**src/rtl/pipeline_ctrl.sv**
```systemverilog
// Stall/flush sequencer for the 5-stage pipeline: hazard, branch and memory-stall
// arbitration, halt-drain FSM and a sticky memory-stall watchdog.
module pipeline_ctrl #(
  parameter int DRAIN_CYCLES   = 3,
  parameter int TIMEOUT_CYCLES = 255
) (
  input  logic       clk,
  input  logic       rst,
  input  logic [3:0] p0Addr_ID,
  input  logic [3:0] p1Addr_ID,
  input  logic       p0Used_ID,
  input  logic       p1Used_ID,
  input  logic [3:0] regAddr_ID_EX,
  input  logic       regWe_ID_EX,
  input  logic       memToReg_ID_EX,
  input  logic       branchTaken_EX,
  input  logic       hlt_ID,
  input  logic       imemRdy,
  input  logic       dmemReq_MEM,
  input  logic       dmemRdy,
  output logic       pcWe,
  output logic       we_IF_ID,
  output logic       we_ID_EX,
  output logic       we_EX_MEM,
  output logic       we_MEM_WB,
  output logic       flush_IF_ID,
  output logic       flush_ID_EX,
  output logic       halted,
  output logic       memTimeout,
  output logic [1:0] state
);

  localparam logic [1:0] ST_RUN    = 2'd0;
  localparam logic [1:0] ST_DRAIN  = 2'd1;
  localparam logic [1:0] ST_HALTED = 2'd2;

  logic [1:0] state_q, state_d;
  logic [7:0] drain_cnt_q, drain_cnt_d;
  logic [7:0] stall_cnt_q, stall_cnt_d;
  logic       halted_q, halted_d;
  logic       mem_timeout_q, mem_timeout_d;

  logic mem_stall;
  logic load_use;

  assign mem_stall = !imemRdy | (dmemReq_MEM & !dmemRdy);
  // r0 is hardwired zero, so a load targeting it never creates a dependency.
  assign load_use  = regWe_ID_EX & memToReg_ID_EX & (regAddr_ID_EX != 4'd0) &
                     ((p0Used_ID & (p0Addr_ID == regAddr_ID_EX)) |
                      (p1Used_ID & (p1Addr_ID == regAddr_ID_EX)));

  always_comb begin
    pcWe        = 1'b1;
    we_IF_ID    = 1'b1;
    we_ID_EX    = 1'b1;
    we_EX_MEM   = 1'b1;
    we_MEM_WB   = 1'b1;
    flush_IF_ID = 1'b0;
    flush_ID_EX = 1'b0;
    state_d     = state_q;
    drain_cnt_d = drain_cnt_q;
    case (state_q)
      ST_RUN: begin
        if (mem_stall) begin
          {pcWe, we_IF_ID, we_ID_EX, we_EX_MEM, we_MEM_WB} = 5'b0;
        end else if (branchTaken_EX) begin
          flush_IF_ID = 1'b1;
          flush_ID_EX = 1'b1;
        end else if (load_use) begin
          pcWe        = 1'b0;
          we_IF_ID    = 1'b0;
          flush_ID_EX = 1'b1;
        end else if (hlt_ID) begin
          pcWe        = 1'b0;
          flush_IF_ID = 1'b1;
          state_d     = ST_DRAIN;
          drain_cnt_d = 8'(DRAIN_CYCLES - 1);
        end
      end
      ST_DRAIN: begin
        // Only HLT and younger bubbles remain; let them walk out to WB.
        pcWe        = 1'b0;
        flush_IF_ID = 1'b1;
        if (mem_stall) begin
          {we_IF_ID, we_ID_EX, we_EX_MEM, we_MEM_WB} = 4'b0;
        end else if (drain_cnt_q == 8'd0) begin
          state_d = ST_HALTED;
        end else begin
          drain_cnt_d = drain_cnt_q - 8'd1;
        end
      end
      default: begin
        {pcWe, we_IF_ID, we_ID_EX, we_EX_MEM, we_MEM_WB} = 5'b0;
      end
    endcase
  end

  always_comb begin
    stall_cnt_d   = stall_cnt_q;
    mem_timeout_d = mem_timeout_q;
    if (state_q != ST_HALTED) begin
      if (mem_stall) begin
        if (stall_cnt_q != 8'hFF) stall_cnt_d = stall_cnt_q + 8'd1;
        if (stall_cnt_d == 8'(TIMEOUT_CYCLES)) mem_timeout_d = 1'b1;
      end else begin
        stall_cnt_d = 8'd0;
      end
    end
    halted_d = (state_d == ST_HALTED);
  end

  always_ff @(posedge clk) begin
    if (rst) begin
      state_q       <= ST_RUN;
      drain_cnt_q   <= 8'd0;
      stall_cnt_q   <= 8'd0;
      halted_q      <= 1'b0;
      mem_timeout_q <= 1'b0;
    end else begin
      state_q       <= state_d;
      drain_cnt_q   <= drain_cnt_d;
      stall_cnt_q   <= stall_cnt_d;
      halted_q      <= halted_d;
      mem_timeout_q <= mem_timeout_d;
    end
  end

  assign state      = state_q;
  assign halted     = halted_q;
  assign memTimeout = mem_timeout_q;

endmodule

```
**config.mk**
```make
export PLATFORM = sky130hd
export DESIGN_NAME = pipeline_ctrl
export DESIGN_NICKNAME = d
export VERILOG_FILES = /design/src/rtl/pipeline_ctrl.sv
export SDC_FILE = /design/constraint.sdc
export NUM_CORES = 1
export LEC_CHECK = 0
export BUFFER_PORTS_ARGS = -buffer_cell sky130_fd_sc_hd__buf_4
export CAP_MARGIN = 20
export CORE_AREA = 2 2 54 56
export CTS_CLUSTER_DIAMETER = 100
export DETAILED_ROUTE_END_ITERATION = 16
export DIE_AREA = 0 0 56 58
export GPL_TIMING_DRIVEN = 1
export PLACE_DENSITY = 0.76
export SYNTH_ARGS = -nofsm -noshare
export SYNTH_HDL_FRONTEND = slang
export SYNTH_SLANG_ARGS = --single-unit
```
**constraint.sdc**
```tcl
create_clock -name clk -period 3.15 [get_ports clk]
set_clock_uncertainty 0.1 [all_clocks]
set_input_delay 0.945 -clock clk [delete_from_list [all_inputs] [get_ports clk]]
set_output_delay 0.945 -clock clk [all_outputs]
set_load 0.01 [all_outputs]
```
==> reports/metrics.cfg <==
[synth]
synth-edff-count = 0
ys.flop_type = dfxtp_1
avgSynthCellArea_um2 = 7.897
synth-seq-area-share = 0.3036
post_synth_instance_area_um2 = 1319
syn_nets = 192
ys_seq_elements = 20
synth_cell_type_count = 45
syn_inst = 167
yosysWarnings = 0
ys_async_sr_fraction = 0

[power]
power_uw = 511.4
power_switching_uw = 146.3
switching_share = 0.2862
pwr-share-comb = 0.239
power_leakage_uw = 0.0006262
ir_drop_v = 0.0001741
internal-power_uw = 365.0
power_frac_seq = 0.519
power.density_nw_per_um2 = 309.6
pwr-share-clk = 0.242

[finish]
final_common_cell = buf_4
nNetsFinal = 229
area_delta_synth_final_pct = 25.24
final_layout_size_suffix_gt1_frac = 0.2574
final_cell_mix = buf_4 (36), dfxtp_1 (20), nand2_1 (15)
antenna_cells = 0
fin_util = 0.6203

[placed_design]
dp_slack_ps = -69.83
place_hpwl_um = 2540
io_buffer_count = 33
globalplace.congestion = 0.8995

[global_route]
grt_antenna_before_repair = 0
grt_usage = 0.2200
grt_overflow = 0
grt_max_degree = 16
first_global_vias = 1423
grt_pass1_wl_um = 5782

[setup_path]
path_common_cell = buf_4
startpoint_type = input pin
cp_data_arrival_time_ps = 2060
slowest_stage = nor4_1
critPathMaxStageDelay_ps = 420
critPathMaxFanout = 3
cp.required_ps = 2100
crit_family = simple AND/OR/NAND/NOR gates
endpoint_kind = primary output
crit_chain = buf_4, nor4_1, nor2_1, a21oi_1, o21a_1, buf_4
cp_num_buf_inv = 2
crit_type = input pin to primary output

[cts]
cts_tree = yes
clk_pin_slew_worst_paths_ps = 110
worstSkewPairLatency_ps = 300
clock-sinks = 20
cts.path.max_buffers = 2
cts_buffers = 3
cts_max_level = 1
cts_root_buf = clkbuf_4

[floorplan]
dieWidth_um = 56
start_util = 0.4953
dieHeight_um = 58
die_area_um2 = 3248
rows = 19
coreArea_um2 = 2663
io_pins = 34

[timing]
hold_viol = 0
finalMaxSlewViolations = 0
period_needed_ps = 3105
fmax_ghz = 0.3220
fin_crit_sh = 0.9859
slew_headroom = 0.6625
layout_setup_ws_ps = 44.53
finalSetupViolations = 0
worst_slew_pin_slew_ps = 505.2

[route]
viasPerCell = 6.215
drtIter0Drc = 25
firstDrtPassIters = 4
routedWlPerCell_um = 14.76
drt_wl_total_um = 3440
remaining_drc_errors = 0
num_vias = 1448
antenna_left = 0

[worst_hold_path]
hold_class = flip-flop to flip-flop

[job]
drv_cap = 0

[status]
status = finished, final reports clean

[kinds of logic after synthesis]
| family | synth area share |
|---|---|
| AND/OR/NAND/NOR | 0.2989 |
| adder cells (fa/ha/maj) | 0.01897 |
| XOR/XNOR | 0.05978 |
| buffers and inverters | 0.04079 |
| flip-flops | 0.3036 |
| AO/OA/AOI/OAI | 0.2780 |
[cells in the mapped netlist (5+ instances only)]
cell type  instances  area share
a21oi_1           14       0.053
nand2_1           15       0.043
inv_1              6       0.017
o21ai_0           11       0.042
nand3_1            8       0.030
a31oi_1            5       0.024
nor4_1             5       0.024
dfxtp_1           20        0.30
nor2_1            11       0.031
nand2b_1           5       0.024
nor3_1             6       0.023
xnor2_1            9       0.060
[final cells by class]
class,instances,area [um2]
Timing Repair Buffer,37,281.5
Sequential cell,20,400.4
Inverter,6,22.52
Multi-Input combinational cell,136,885.9
Tap cell,31,38.79
Fill cell,234,1011
Clock buffer,3,22.52
[per-layer routing]
metal / routed length [um] / up-vias / GRT usage
li1: - / 708 / -
met1: 1479 / 658 / 0.2604
met2: 1659 / 75 / 0.4034
met3: 239 / 7 / 0.02455
met4: 61 / 0 / 0.09524
met5: 0 / - / 0
[worst paths after layout]
kind                                       start             end  slack, ps  depth (start not counted)
worst max-delay path            regAddr_ID_EX[0]            pcWe         40                          6
worst min-delay path                  memTimeout      memTimeout        370                          2
worst max register to register    stall_cnt_q[0]  stall_cnt_q[0]       1240                          6
worst min register to register        memTimeout      memTimeout        370                          2
[per-stage QoR]
stage / TNS [ps] / hold WS, ps / area (um2) / instances
2_1_floorplan: 0 / 355.8 / 1319 / 167
3_3_place_gp: 0 / 351.6 / 1597 / 229
3_5_place_dp: -158.5 / 346.6 / 1597 / 229
4_1_cts: 0 / 368.3 / 1625 / 232
5_1_grt: -1.513 / 375.9 / 1652 / 233
6_report: 0 / 365.4 / 1652 / 233
[power groups by stage]
stage               Clock (uW)  Combinational [uW]  Sequential [uW]
finish                     124                 122              265
detailed placement           0                 116              271
CTS                        127                 118              265
global placement             0                 114              270
global route               134                 134              267
floorplan                    0                67.1              268
[flip-flops by register name, summed over array words and instances (netlist names)]
register,cells
drain_cnt_q,8
memTimeout,1
halted,1
stall_cnt_q,8
state,2
[tightest hold or removal path, delay by kind of cell (launching register included)]
family / cells / cell delay (ps)
flip-flops: 1 / 320
AO/OA/AOI/OAI: 1 / 60
buffers and inverters: 1 / 50
[repair_timing]
action | CTS | global route
resized for setup | 1 | 3
gates cloned | 0 | 0
hold buffers | 0 | 0
endpoints found under the setup margin | 3 | 3
pin swaps | 1 | 4
setup buffers | 0 | 1
Note: power is estimated with default switching activity, not from simulation.
